### src/rtl/img_crop_streamer.sv
`default_nettype none
// ============================================================================
//  Module      : img_crop_streamer
//  Description : Reads a rectangular crop window out of an image memory in
//                raster order and streams the pixels on an AXI-Stream master
//                through a 2-entry skid FIFO.
//  Revision    : 1.0  initial release
// ============================================================================
module img_crop_streamer #(
   parameter  int FP_TOTAL = 16,
   parameter  int IN_ROWS  = 100,
   parameter  int IN_COLS  = 160,
   parameter  int OUT_ROWS = 48,
   parameter  int OUT_COLS = 48,
   parameter  int Y_1      = 10,
   parameter  int X_1      = 10,
   localparam int AW       = $clog2(IN_ROWS * IN_COLS)
) (
   input  logic                ap_clk,
   input  logic                ap_rst_n,
   input  logic                ap_start,
   output logic                ap_done,
   output logic                ap_idle,
   output logic                ap_ready,
   output logic [AW-1:0]       img_addr,
   output logic                img_rd_en,
   input  logic [FP_TOTAL-1:0] img_rdata,
   output logic [FP_TOTAL-1:0] conv2d_1_input_V_data_0_V_TDATA,
   output logic                conv2d_1_input_V_data_0_V_TVALID,
   input  logic                conv2d_1_input_V_data_0_V_TREADY
);

   localparam int RW = (OUT_ROWS > 1) ? $clog2(OUT_ROWS) : 1;
   localparam int CW = (OUT_COLS > 1) ? $clog2(OUT_COLS) : 1;

   localparam logic [RW-1:0] c_last_row  = RW'(OUT_ROWS - 1);
   localparam logic [CW-1:0] c_last_col  = CW'(OUT_COLS - 1);
   localparam logic [AW-1:0] c_base_init = AW'(Y_1 * IN_COLS + X_1);
   localparam logic [AW-1:0] c_in_cols   = AW'(IN_COLS);

   // A crop window that overhangs the source image is rejected at elaboration.
   generate
      if ((Y_1 + OUT_ROWS > IN_ROWS) || (X_1 + OUT_COLS > IN_COLS)) begin : g_cfg_bad
         $error("img_crop_streamer: crop window exceeds source image");
      end
   endgenerate

   typedef enum logic [1:0] {
      S_IDLE   = 2'd0,
      S_STREAM = 2'd1,
      S_DRAIN  = 2'd2,
      S_DONE   = 2'd3
   } state_t;

   state_t                r_state;
   state_t                w_state_next;

   logic [RW-1:0]         r_row;
   logic [CW-1:0]         r_col;
   logic [AW-1:0]         r_row_base;

   logic [FP_TOTAL-1:0]   r_mem [0:1];
   logic                  r_wr_ptr;
   logic                  r_rd_ptr;
   logic [1:0]            r_count;
   logic                  r_inflight;
   logic                  r_tvalid;

   logic                  w_pop;
   logic                  w_push;
   logic [1:0]            w_occ_after;
   logic [1:0]            w_count_next;
   logic                  w_rd_en;
   logic                  w_last_read;

   // Read throttling and FIFO occupancy bookkeeping. A pop in the same cycle
   // frees a slot, which is what lets the stream sustain one beat per cycle.
   always_comb begin
      w_pop        = r_tvalid & conv2d_1_input_V_data_0_V_TREADY;
      w_push       = r_inflight;
      w_occ_after  = r_count - {1'b0, w_pop};
      w_rd_en      = (r_state == S_STREAM) &&
                     (({1'b0, w_occ_after} + {2'b00, r_inflight}) < 3'd2);
      w_last_read  = w_rd_en && (r_row == c_last_row) && (r_col == c_last_col);
      w_count_next = r_count;
      if (w_push && !w_pop) begin
         w_count_next = r_count + 2'd1;
      end else if (!w_push && w_pop) begin
         w_count_next = r_count - 2'd1;
      end
   end

   // FSM state register.
   always_ff @(posedge ap_clk or negedge ap_rst_n) begin
      if (!ap_rst_n) begin
         r_state <= S_IDLE;
      end else begin
         r_state <= w_state_next;
      end
   end

   // FSM next-state and handshake outputs.
   always_comb begin
      w_state_next = r_state;
      ap_idle      = 1'b0;
      ap_done      = 1'b0;
      ap_ready     = 1'b0;
      case (r_state)
         S_IDLE: begin
            ap_idle = 1'b1;
            if (ap_start) begin
               w_state_next = S_STREAM;
            end
         end
         S_STREAM: begin
            if (w_last_read) begin
               w_state_next = S_DRAIN;
            end
         end
         S_DRAIN: begin
            // Nothing outstanding and the last buffered beat leaves this cycle.
            if (!r_inflight && (w_count_next == 2'd0)) begin
               w_state_next = S_DONE;
            end
         end
         S_DONE: begin
            ap_done      = 1'b1;
            ap_ready     = 1'b1;
            w_state_next = S_IDLE;
         end
         default: begin
            w_state_next = S_IDLE;
         end
      endcase
   end

   // Raster counters; the row base steps by IN_COLS so no multiplier is needed.
   // They rewind on the final read so the next frame starts at the corner.
   always_ff @(posedge ap_clk or negedge ap_rst_n) begin
      if (!ap_rst_n) begin
         r_row      <= '0;
         r_col      <= '0;
         r_row_base <= c_base_init;
      end else if (w_rd_en) begin
         if (r_col == c_last_col) begin
            r_col <= '0;
            if (r_row == c_last_row) begin
               r_row      <= '0;
               r_row_base <= c_base_init;
            end else begin
               r_row      <= r_row + RW'(1);
               r_row_base <= r_row_base + c_in_cols;
            end
         end else begin
            r_col <= r_col + CW'(1);
         end
      end
   end

   // Output FIFO: read data lands one cycle after the strobe; TVALID is a
   // registered copy of "FIFO will be non-empty".
   always_ff @(posedge ap_clk or negedge ap_rst_n) begin
      if (!ap_rst_n) begin
         for (int i = 0; i < 2; i++) begin
            r_mem[i] <= '0;
         end
         r_wr_ptr   <= 1'b0;
         r_rd_ptr   <= 1'b0;
         r_count    <= 2'd0;
         r_inflight <= 1'b0;
         r_tvalid   <= 1'b0;
      end else begin
         r_inflight <= w_rd_en;
         r_count    <= w_count_next;
         r_tvalid   <= (w_count_next != 2'd0);
         if (w_push) begin
            r_mem[r_wr_ptr] <= img_rdata;
            r_wr_ptr        <= ~r_wr_ptr;
         end
         if (w_pop) begin
            r_rd_ptr <= ~r_rd_ptr;
         end
      end
   end

   assign img_rd_en = w_rd_en;
   assign img_addr  = (r_state == S_STREAM) ? (r_row_base + AW'(r_col)) : '0;

   assign conv2d_1_input_V_data_0_V_TDATA  = r_mem[r_rd_ptr];
   assign conv2d_1_input_V_data_0_V_TVALID = r_tvalid;

endmodule
`default_nettype wire

### config.mk
export PLATFORM = sky130hd
export DESIGN_NAME = img_crop_streamer
export DESIGN_NICKNAME = d
export VERILOG_FILES = /design/src/rtl/img_crop_streamer.sv
export SDC_FILE = /design/constraint.sdc
export NUM_CORES = 1
export LEC_CHECK = 0
export CELL_PAD_IN_SITES_DETAIL_PLACEMENT = 0
export CELL_PAD_IN_SITES_GLOBAL_PLACEMENT = 1
export CORE_MARGIN = 10
export CORE_UTILIZATION = 39
export CTS_CLUSTER_SIZE = 14
export DETAILED_ROUTE_END_ITERATION = 16
export PLACE_DENSITY_LB_ADDON = 0.3
export REMOVE_ABC_BUFFERS = 1
export SLEW_MARGIN = 25
export SYNTH_ARGS = -nofsm -noshare
export SYNTH_HDL_FRONTEND = slang
export SYNTH_SLANG_ARGS = --single-unit
### constraint.sdc
create_clock -name ap_clk -period 3 [get_ports ap_clk]
set_input_delay 0.3 -clock ap_clk [delete_from_list [all_inputs] [get_ports ap_clk]]
set_output_delay 0.3 -clock ap_clk [all_outputs]
set_load 0.03 [all_outputs]
==> impl_metrics.csv, run 1 <==
group,metric,value,unit
run_status,status,"completed",
drt,drt-wirelength-per-cell,15.3,microns
global_route,grtUsageTotal,0.116,
worst_setup_path,worstReg2RegEnd,"r_row_base[13]",
worst_setup_path,critPathTopFamily,"compound AO/OA/AOI/OAI gates",
sta,skew,11.0,ps
worst_setup_path,r2r-start,"r_state[1]",
cells_and_area,finalNonFillerCells,463,
global_route,grt_overflow,0,
sta,tns,0,ps
worst_setup_path,path_cells,"ha_1 > a31o_2 > a31oi_2 > nor3_1 > xor2_1 > and2_1 > dlygate4sd2_1",
worst_setup_path,crit_arrival,2530,ps
clock_tree,numCtsBuffers,9,
power,power.density,987,nW/um^2
yosys,synth_seq_area_share,0.471,
yosys,synth_top_cell_by_area,"dfrtp_1",
job,drv_cap,0,
floorplan,core-area,8220,sq um
floorplan,row_count,33,
clock_tree,cts_tree,"yes",
cells_and_area,syn_to_final_growth,27.1,%
drt,viasPerCell,5.09,
clock_tree,cts_sinks,62,
worst_setup_path,critPathBufInv,1,
worst_hold_path,hold_class,"in2async",
yosys,ys_warn_count,0,
placed_design,dpl.hpwl,5250,microns
cells_and_area,antennaDiodeCount,0,
cells_and_area,layout-drive-gt1-share,0.260,
placed_design,portBuffers,54,
clock_tree,post-cts-setup-buffers,0,
yosys,async_flop_share,1.00,
cells_and_area,nNetsFinal,384,
yosys,syn_area,3310,sq um
clock_tree,cts.htree.levels,3,
drt,drtIter0Drc,67,
worst_setup_path,crit_slowest_cell,"dfstp_2",
sta,max_freq,354,MHz
clock_tree,clk_latency,350,ps
placed_design,place_inst,446,
worst_setup_path,crit_cells,7,
cells_and_area,fillers,773,
yosys,yosysUniqueCellTypes,50,
global_route,grt_pass1_wl,12200,microns
sta,slew_headroom,0.435,
floorplan,die-area,12600,sq um
yosys,synth-edff-count,0,
sta,fin_crit_sh,0.943,
yosys,synth.area.top_cells,"dfrtp_1 (44%), mux2_2 (17%), ha_1 (4.2%), dfstp_2 (3.2%), xnor2_1 (2.9%)",
drt,vias,2357,
floorplan,ios,55,
clock_tree,clock_path_buffers,2,
global_route,grt_max_degree,48,
floorplan,die_h,112,microns
sta,tightest_slew,842,ps
worst_setup_path,cp-end-kind,"output port",
clock_tree,cts-root-buf,"clkbuf_8",
worst_setup_path,max_stage_delay,550,ps
worst_setup_path,critPathRequiredTime,2700,ps
yosys,avgSynthCellArea,11.3,sq um
global_route,antenna_found_initial,0,
yosys,synth_top_flop_cell,"dfrtp_1",
yosys,syn_inst,292,
placed_design,dpl_worst_slack,164,ps
drt,drcViolationCount,0,
worst_setup_path,path_class,"reg2out",
yosys,ys_ff_latch,62,
drt,wl,7100,microns
worst_setup_path,r2r_setup_slack,630,ps
clock_tree,path_clk_slew,80,ps
worst_setup_path,worstSetupEndpoint,"img_addr[12]",
global_route,grt_pass1_vias,2396,
yosys,netlist.area_leader.share,0.439,
placed_design,globalplace.congestion,0.787,
worst_setup_path,worstSetupStartpointType,"register",
floorplan,start_util,0.402,
worst_setup_path,worstPathMaxFanout,5,
worst_setup_path,startpoint,"r_row_base[3]",
worst_setup_path,reg2reg_depth,7,
floorplan,chipWidth,112,microns
drt,antenna_left,0,
sta,finalMaxSlewViolations,0,
power,p_leak,1.79,nW
sta,finalCriticalPeriod,2830,ps
sta,rsz0062_at_grt,"no",
sta,layout_setup_ws,172,ps
sta,hold_viol,0,
sta,finalSetupViolCount,0,
power,vdd_drop_max,0.351,mV
drt,firstDrtPassIters,5,
placed cells by master (no fill, tap or decap), drive strengths merged, types with 10 or more instances in the layout:
| master | instances |
|---|---|
| and2 | 12 |
| nand2 | 25 |
| buf | 12 |
| ha | 11 |
| dfrtp | 58 |
| clkdlybuf4s50 | 45 |
| clkbuf | 10 |
| mux2 | 52 |
| xnor2 | 11 |
| nor2 | 13 |
kinds of logic (layout without fill, tap and decap cells):
family,after synthesis,count (layout),synth area share
XOR/XNOR,19,19,0.0503
flip-flops,62,62,0.471
AND/OR/NAND/NOR,92,92,0.148
adder cells (fa/ha/maj),11,11,0.0416
multiplexers,54,54,0.184
buffers and inverters,19,85,0.0280
AO/OA/AOI/OAI,35,35,0.0772
worst min-delay path by stage:
stage	start	end	depth (start not counted)
2_1_floorplan	ap_rst_n	conv2d_1_input_V_data_0_V_TVALID	0
3_3_place_gp	r_wr_ptr	r_wr_ptr	1
4_1_cts	ap_rst_n	r_mem[24]	1
3_5_place_dp	r_wr_ptr	r_wr_ptr	1
5_1_grt	r_wr_ptr	r_wr_ptr	1
6_report	ap_rst_n	r_mem[24]	2
sequential cells by signal (all words and copies together), names as in the netlist:
name and flops:
r_count 2, r_mem 32, r_wr_ptr 1, r_inflight 1
r_state 2, r_row 6, conv2d_1_input_V_data_0_V_TVALID 1, r_rd_ptr 1
r_col 6, r_row_base 10
final cells by class:
class,instances,area (sq um),share of cell area
Tap cell,105,131,0.0313
Timing Repair Buffer,65,624,0.149
Sequential cell,62,1560,0.370
Inverter,4,15.0,0.00357
Clock inverter,6,70.1,0.0167
Clock buffer,10,138,0.0327
Multi-Input combinational cell,211,1670,0.397
metal layers:
metal,GRT usage,part of all wire
met2,0.180,0.47
met1,0.143,0.46
met5,0,0
met3,0.0522,0.061
met4,0.0279,0.0077
cells in the mapped netlist, drive strengths merged (6+ instances only):
| cell | number |
|---|---|
| xnor2 | 11 |
| xor2 | 8 |
| buf | 6 |
| mux2 | 52 |
| nor2 | 13 |
| ha | 11 |
| dfrtp | 58 |
| clkbuf | 9 |
| and2 | 12 |
| nand2 | 25 |
| nand3 | 9 |
| o21ai | 9 |
report_power, final:
part           leakage [nW]  internal [mW]  switching, mW
Sequential            0.748           1.15          0.232
Clock                0.0951          0.410          0.343
Combinational         0.950           1.01           1.01
per-stage QoR:
stage          utilization  total power, mW  hold slack [ps]  area, sq um
2_1_floorplan            -             2.69             4.41         3230
3_3_place_gp         0.485             3.41              476         3980
3_5_place_dp         0.485             3.44              481         3980
4_1_cts              0.510             4.21              155         4190
5_1_grt              0.511             4.43              501         4200
6_report             0.511             4.15              486         4200
repair_timing:
item / 4_1_cts / 5_1_grt
hold endpoints to repair: 0 / 33
endpoints found under the setup margin: 7 / 0
hold buffers: 0 / 1
resized for setup: 9 / 0
Power figures use the tool's default switching activity.
==> run 2, diff against run 1 <==
Settings changed: SKIP_CTS_REPAIR_TIMING set to 1.
==> impl_metrics.csv, run 2 (synthesis results as in run 1) <==
group,metric,value,unit
run_status,status,"completed",
placed_design,place_area,3980,sq um
sta,fin_crit_sh,0.938,
clock_tree,cts-root-buf,"clkbuf_8",
floorplan,core-area,8220,sq um
cells_and_area,nNetsFinal,384,
floorplan,start_util,0.402,
worst_setup_path,r2r-start,"r_state[1]",
placed_design,dpl_worst_slack,164,ps
sta,finalMaxSlewViolations,0,
cells_and_area,layout-drive-gt1-share,0.260,
drt,wl,7150,microns
worst_setup_path,cp-end-kind,"output port",
sta,skew,11.0,ps
clock_tree,numCtsBuffers,9,
drt,vias,2348,
worst_setup_path,worstSetupStartpointType,"register",
global_route,grtUsageTotal,0.115,
drt,antenna_left,0,
cells_and_area,final_cell_mix,"dfrtp_1 (58), mux2_2 (51), clkdlybuf4s50_1 (45), nand2_1 (24), nor2_1 (13)",
sta,timing.hold.ws,487,ps
power,p_comb_frac,0.486,
floorplan,die-area,12600,sq um
placed_design,portBuffers,54,
power,switchingPower,1.58,mW
sta,finalCriticalPeriod,2820,ps
clock_tree,path_clk_slew,80,ps
cells_and_area,postLayoutCellArea,4230,sq um
placed_design,dpl.hpwl,5250,microns
placed_design,globalplace.congestion,0.787,
cells_and_area,syn_to_final_growth,27.9,%
cells_and_area,antennaDiodeCount,0,
worst_setup_path,path_cells,"ha_1 > a31o_2 > and3_1 > o21bai_2 > or3_1 > a21boi_0 > buf_12",
cells_and_area,regArea,1560,sq um
global_route,grt_pass1_wl,12100,microns
global_route,antenna_found_initial,0,
floorplan,row_count,33,
worst_setup_path,critPathRequiredTime,2700,ps
clock_tree,clock_path_buffers,2,
worst_setup_path,worstPathMaxFanout,6,
sta,slew_headroom,0.432,
drt,viasPerCell,5.07,
drt,drt-wirelength-per-cell,15.4,microns
power,finalPower,4.15,mW
sta,layout_setup_ws,185,ps
worst_setup_path,path_class,"reg2out",
worst_setup_path,r2r_setup_slack,630,ps
clock_tree,cts_sinks,62,
global_route,grt_overflow,0,
sta,hold_viol,0,
sta,rsz0062_at_grt,"no",
clock_tree,cts_tree,"yes",
global_route,grt_max_degree,48,
clock_tree,clk_latency,340,ps
sta,finalSetupViolCount,0,
sta,tns,0,ps
sta,max_freq,355,MHz
worst_setup_path,worstReg2RegEnd,"r_row_base[13]",
sta,tightest_slew,847,ps
cells_and_area,regMostFlops,"r_mem",
power,vdd_drop_max,0.351,mV
clock_tree,cts.htree.levels,3,
floorplan,chipWidth,112,microns
cells_and_area,final_common_cell,"dfrtp_1",
cells_and_area,largest_register_ffs,32,
cells_and_area,fillers,764,
worst_setup_path,crit_arrival,2520,ps
drt,firstDrtPassIters,4,
job,drv_cap,0,
power,p_int,2.57,mW
global_route,grt_pass1_vias,2395,
floorplan,die_h,112,microns
drt,drcViolationCount,0,
power,switching_share,0.381,
worst_setup_path,max_stage_delay,430,ps
cells_and_area,multi_input_area,1670,sq um
power,p_leak,1.89,nW
power,clkPwrFrac,0.181,
floorplan,ios,55,
cells_and_area,reg_top3,"r_mem (32), r_row_base (10)",
worst_setup_path,crit_slowest_cell,"dfrtp_1",
power,power.density,981,nW/um^2
worst_hold_path,hold_class,"in2async",
power,seqPwrFrac,0.333,
drt,drtIter0Drc,60,
worst_setup_path,reg2reg_depth,7,
## run 2: how the worst max path moves through the flow
stage	from	slack (ps)	end	cells past startpoint
2_1_floorplan	r_row_base[3]	420	img_addr[13]	6
3_3_place_gp	r_row_base[3]	200	img_addr[11]	7
3_5_place_dp	r_row_base[3]	160	img_addr[11]	7
4_1_cts	r_row_base[3]	-240	img_addr[11]	7
5_1_grt	r_col[3]	20	img_addr[13]	7
6_report	r_col[3]	180	img_addr[13]	7
## run 2: layout make-up
cell class / instances / share of cell area
Clock inverter: 6 / 0.0166
Multi-Input combinational cell: 211 / 0.394
Timing Repair Buffer: 65 / 0.154
Tap cell: 105 / 0.0311
Sequential cell: 62 / 0.368
Inverter: 4 / 0.00355
Clock buffer: 10 / 0.0325
## run 2: layer usage
layer / wire length (microns) / vias to the layer above / GRT usage
li1: - / 1155 / -
met1: 3300 / 1141 / 0.143
met2: 3370 / 46 / 0.180
met3: 431 / 6 / 0.0522
met4: 55 / 0 / 0.0279
met5: 0 / - / 0
## run 2: power by group through the flow
| stage | combinational (mW) | sequential, mW | clock, mW |
|---|---|---|---|
| floorplan | 1.33 | 1.36 | 0 |
| global placement | 2.03 | 1.38 | 0 |
| detailed placement | 2.05 | 1.40 | 0 |
| CTS | 2.05 | 1.38 | 0.776 |
| global route | 2.18 | 1.43 | 0.819 |
| finish | 2.01 | 1.38 | 0.750 |
## run 2: per-stage QoR
step / std cells / util
floorplan: 277 / -
global placement: 446 / 0.485
detailed placement: 446 / 0.485
CTS: 462 / 0.510
global route: 463 / 0.515
finish: 463 / 0.515
## run 2: critical path: cells and delay by family, from the launching register on
family	cells	cell delay, ps
compound gates	3	680
simple gates	2	540
flops	1	430
fa+ha+maj	1	350
buf+inv	1	180
==> run 3, diff against run 2 <==
Settings changed: CORE_UTILIZATION 39 to 42.
==> impl_metrics.csv, run 3 (synthesis results as in run 1) <==
group,metric,value,unit
cells_and_area,regMostFlops,"r_mem",
worst_setup_path,startpoint,"r_row_base[3]",
run_status,status,"finished, violations left",
clock_tree,cts.htree.levels,3,
floorplan,chipWidth,109,microns
sta,rsz0062_at_grt,"no",
drt,vias,2394,
global_route,grt_pass1_wl,12000,microns
placed_design,portBuffers,54,
cells_and_area,final_common_cell,"dfrtp_1",
drt,drt-wirelength-per-cell,15.4,microns
clock_tree,cts_sinks,62,
cells_and_area,largest_register_ffs,32,
placed_design,globalplace.congestion,0.807,
floorplan,start_util,0.430,
floorplan,die-area,11800,sq um
placed_design,place_area,3990,sq um
drt,firstDrtPassIters,4,
cells_and_area,antennaDiodeCount,0,
worst_setup_path,crit_slowest_cell,"clkdlybuf4s50_1",
global_route,grtUsageTotal,0.125,
cells_and_area,layout-drive-gt1-share,0.265,
worst_setup_path,critPathTopFamily,"buffers and inverters",
placed_design,dpl_worst_slack,76.3,ps
worst_setup_path,path_cells,"ha_1 > a31o_2 > or2_2 > and3_1 > clkdlybuf4s50_1",
clock_tree,numCtsBuffers,9,
cells_and_area,postLayoutCellArea,4220,sq um
worst_setup_path,path_class,"reg2out",
floorplan,die_h,109,microns
floorplan,row_count,32,
clock_tree,clk_latency,330,ps
cells_and_area,reg_top3,"r_mem (32), r_row_base (10)",
sta,hold_viol,17,
global_route,grt_overflow,0,
worst_setup_path,worstSetupStartpointType,"register",
clock_tree,cts_tree,"yes",
power,vdd_drop_max,0.342,mV
worst_setup_path,max_stage_delay,590,ps
worst_setup_path,crit_arrival,2420,ps
global_route,antenna_found_initial,0,
cells_and_area,fin_util,0.549,
clock_tree,cts-root-buf,"clkbuf_8",
sta,finalMaxSlewViolations,0,
drt,drtIter0Drc,97,
job,drv_cap,0,
global_route,grt_max_degree,51,
sta,finalCriticalPeriod,2720,ps
drt,drcViolationCount,0,
drt,antenna_left,0,
power,p_leak,1.91,nW
sta,tightest_slew,774,ps
worst_setup_path,critPathRequiredTime,2700,ps
clock_tree,clock_path_buffers,2,
drt,wl,7100,microns
run_status,violations,"hold timing",
floorplan,core-area,7690,sq um
sta,finalSetupViolCount,0,
sta,fin_crit_sh,0.906,
cells_and_area,syn_to_final_growth,27.5,%
worst_setup_path,cp-end-kind,"output port",
sta,slew_headroom,0.484,
sta,timing.hold.ws,-22.4,ps
power,power.density,987,nW/um^2
global_route,grt_pass1_vias,2490,
worst_hold_path,hold_class,"in2async",
clock_tree,path_clk_slew,70,ps
sta,max_freq,368,MHz
cells_and_area,nNetsFinal,385,
sta,skew,9.13,ps
sta,layout_setup_ws,282,ps
worst_setup_path,r2r-start,"r_state[1]",
cells_and_area,final_cell_mix,"dfrtp_1 (58), mux2_2 (51), clkdlybuf4s50_1 (45), nand2_1 (24)",
floorplan,ios,55,
drt,viasPerCell,5.19,
placed_design,dpl.hpwl,5180,microns
worst_setup_path,worstPathMaxFanout,4,
worst_setup_path,critPathBufInv,1,
-- run 3: final timing paths --
| kind | endpoint | slack [ps] | cells past startpoint |
|---|---|---|---|
| min | r_mem[6] | -20 | 1 |
| min in group ap_clk | r_row[2] | 500 | 1 |
| max in group asynchronous | r_row_base[9] | 2370 | 2 |
| min reg2reg | r_row[2] | 500 | 1 |
| max reg2reg | r_row_base[13] | 620 | 7 |
| max | img_addr[4] | 280 | 5 |
-- run 3: cell type report --
cell class                 count  area, sq um
clock buffer                  11          151
clock inverter                 5         57.6
fill                         689         3470
inverter                       4         15.0
multi-input combinational    211         1670
sequential                    62         1560
tap                          102          128
timing repair buffer          66          641
-- run 3: power breakdown --
group	total, mW	internal (mW)	switching, mW	leakage [nW]
Clock	0.754	0.429	0.325	0.109
Combinational	2.01	1.02	0.997	1.05
Sequential	1.39	1.15	0.245	0.748
-- run 3: per-layer routing --
metal | track usage | part of all wire | up-vias | wire (microns)
li1 | - | - | 1157 | -
met1 | 0.159 | 0.47 | 1182 | 3320
met2 | 0.199 | 0.47 | 42 | 3320
met3 | 0.0289 | 0.048 | 13 | 338
met4 | 0.0508 | 0.017 | 0 | 119
met5 | 0 | 0 | - | 0
-- run 3: per-stage QoR --
step / cells / power, mW / TNS (ps)
finish: 461 / 4.16 / 0
detailed placement: 445 / 3.45 / 0
global placement: 445 / 3.41 / 0
CTS: 461 / 4.22 / -1380
floorplan: 277 / 2.69 / 0
global route: 461 / 4.43 / 0
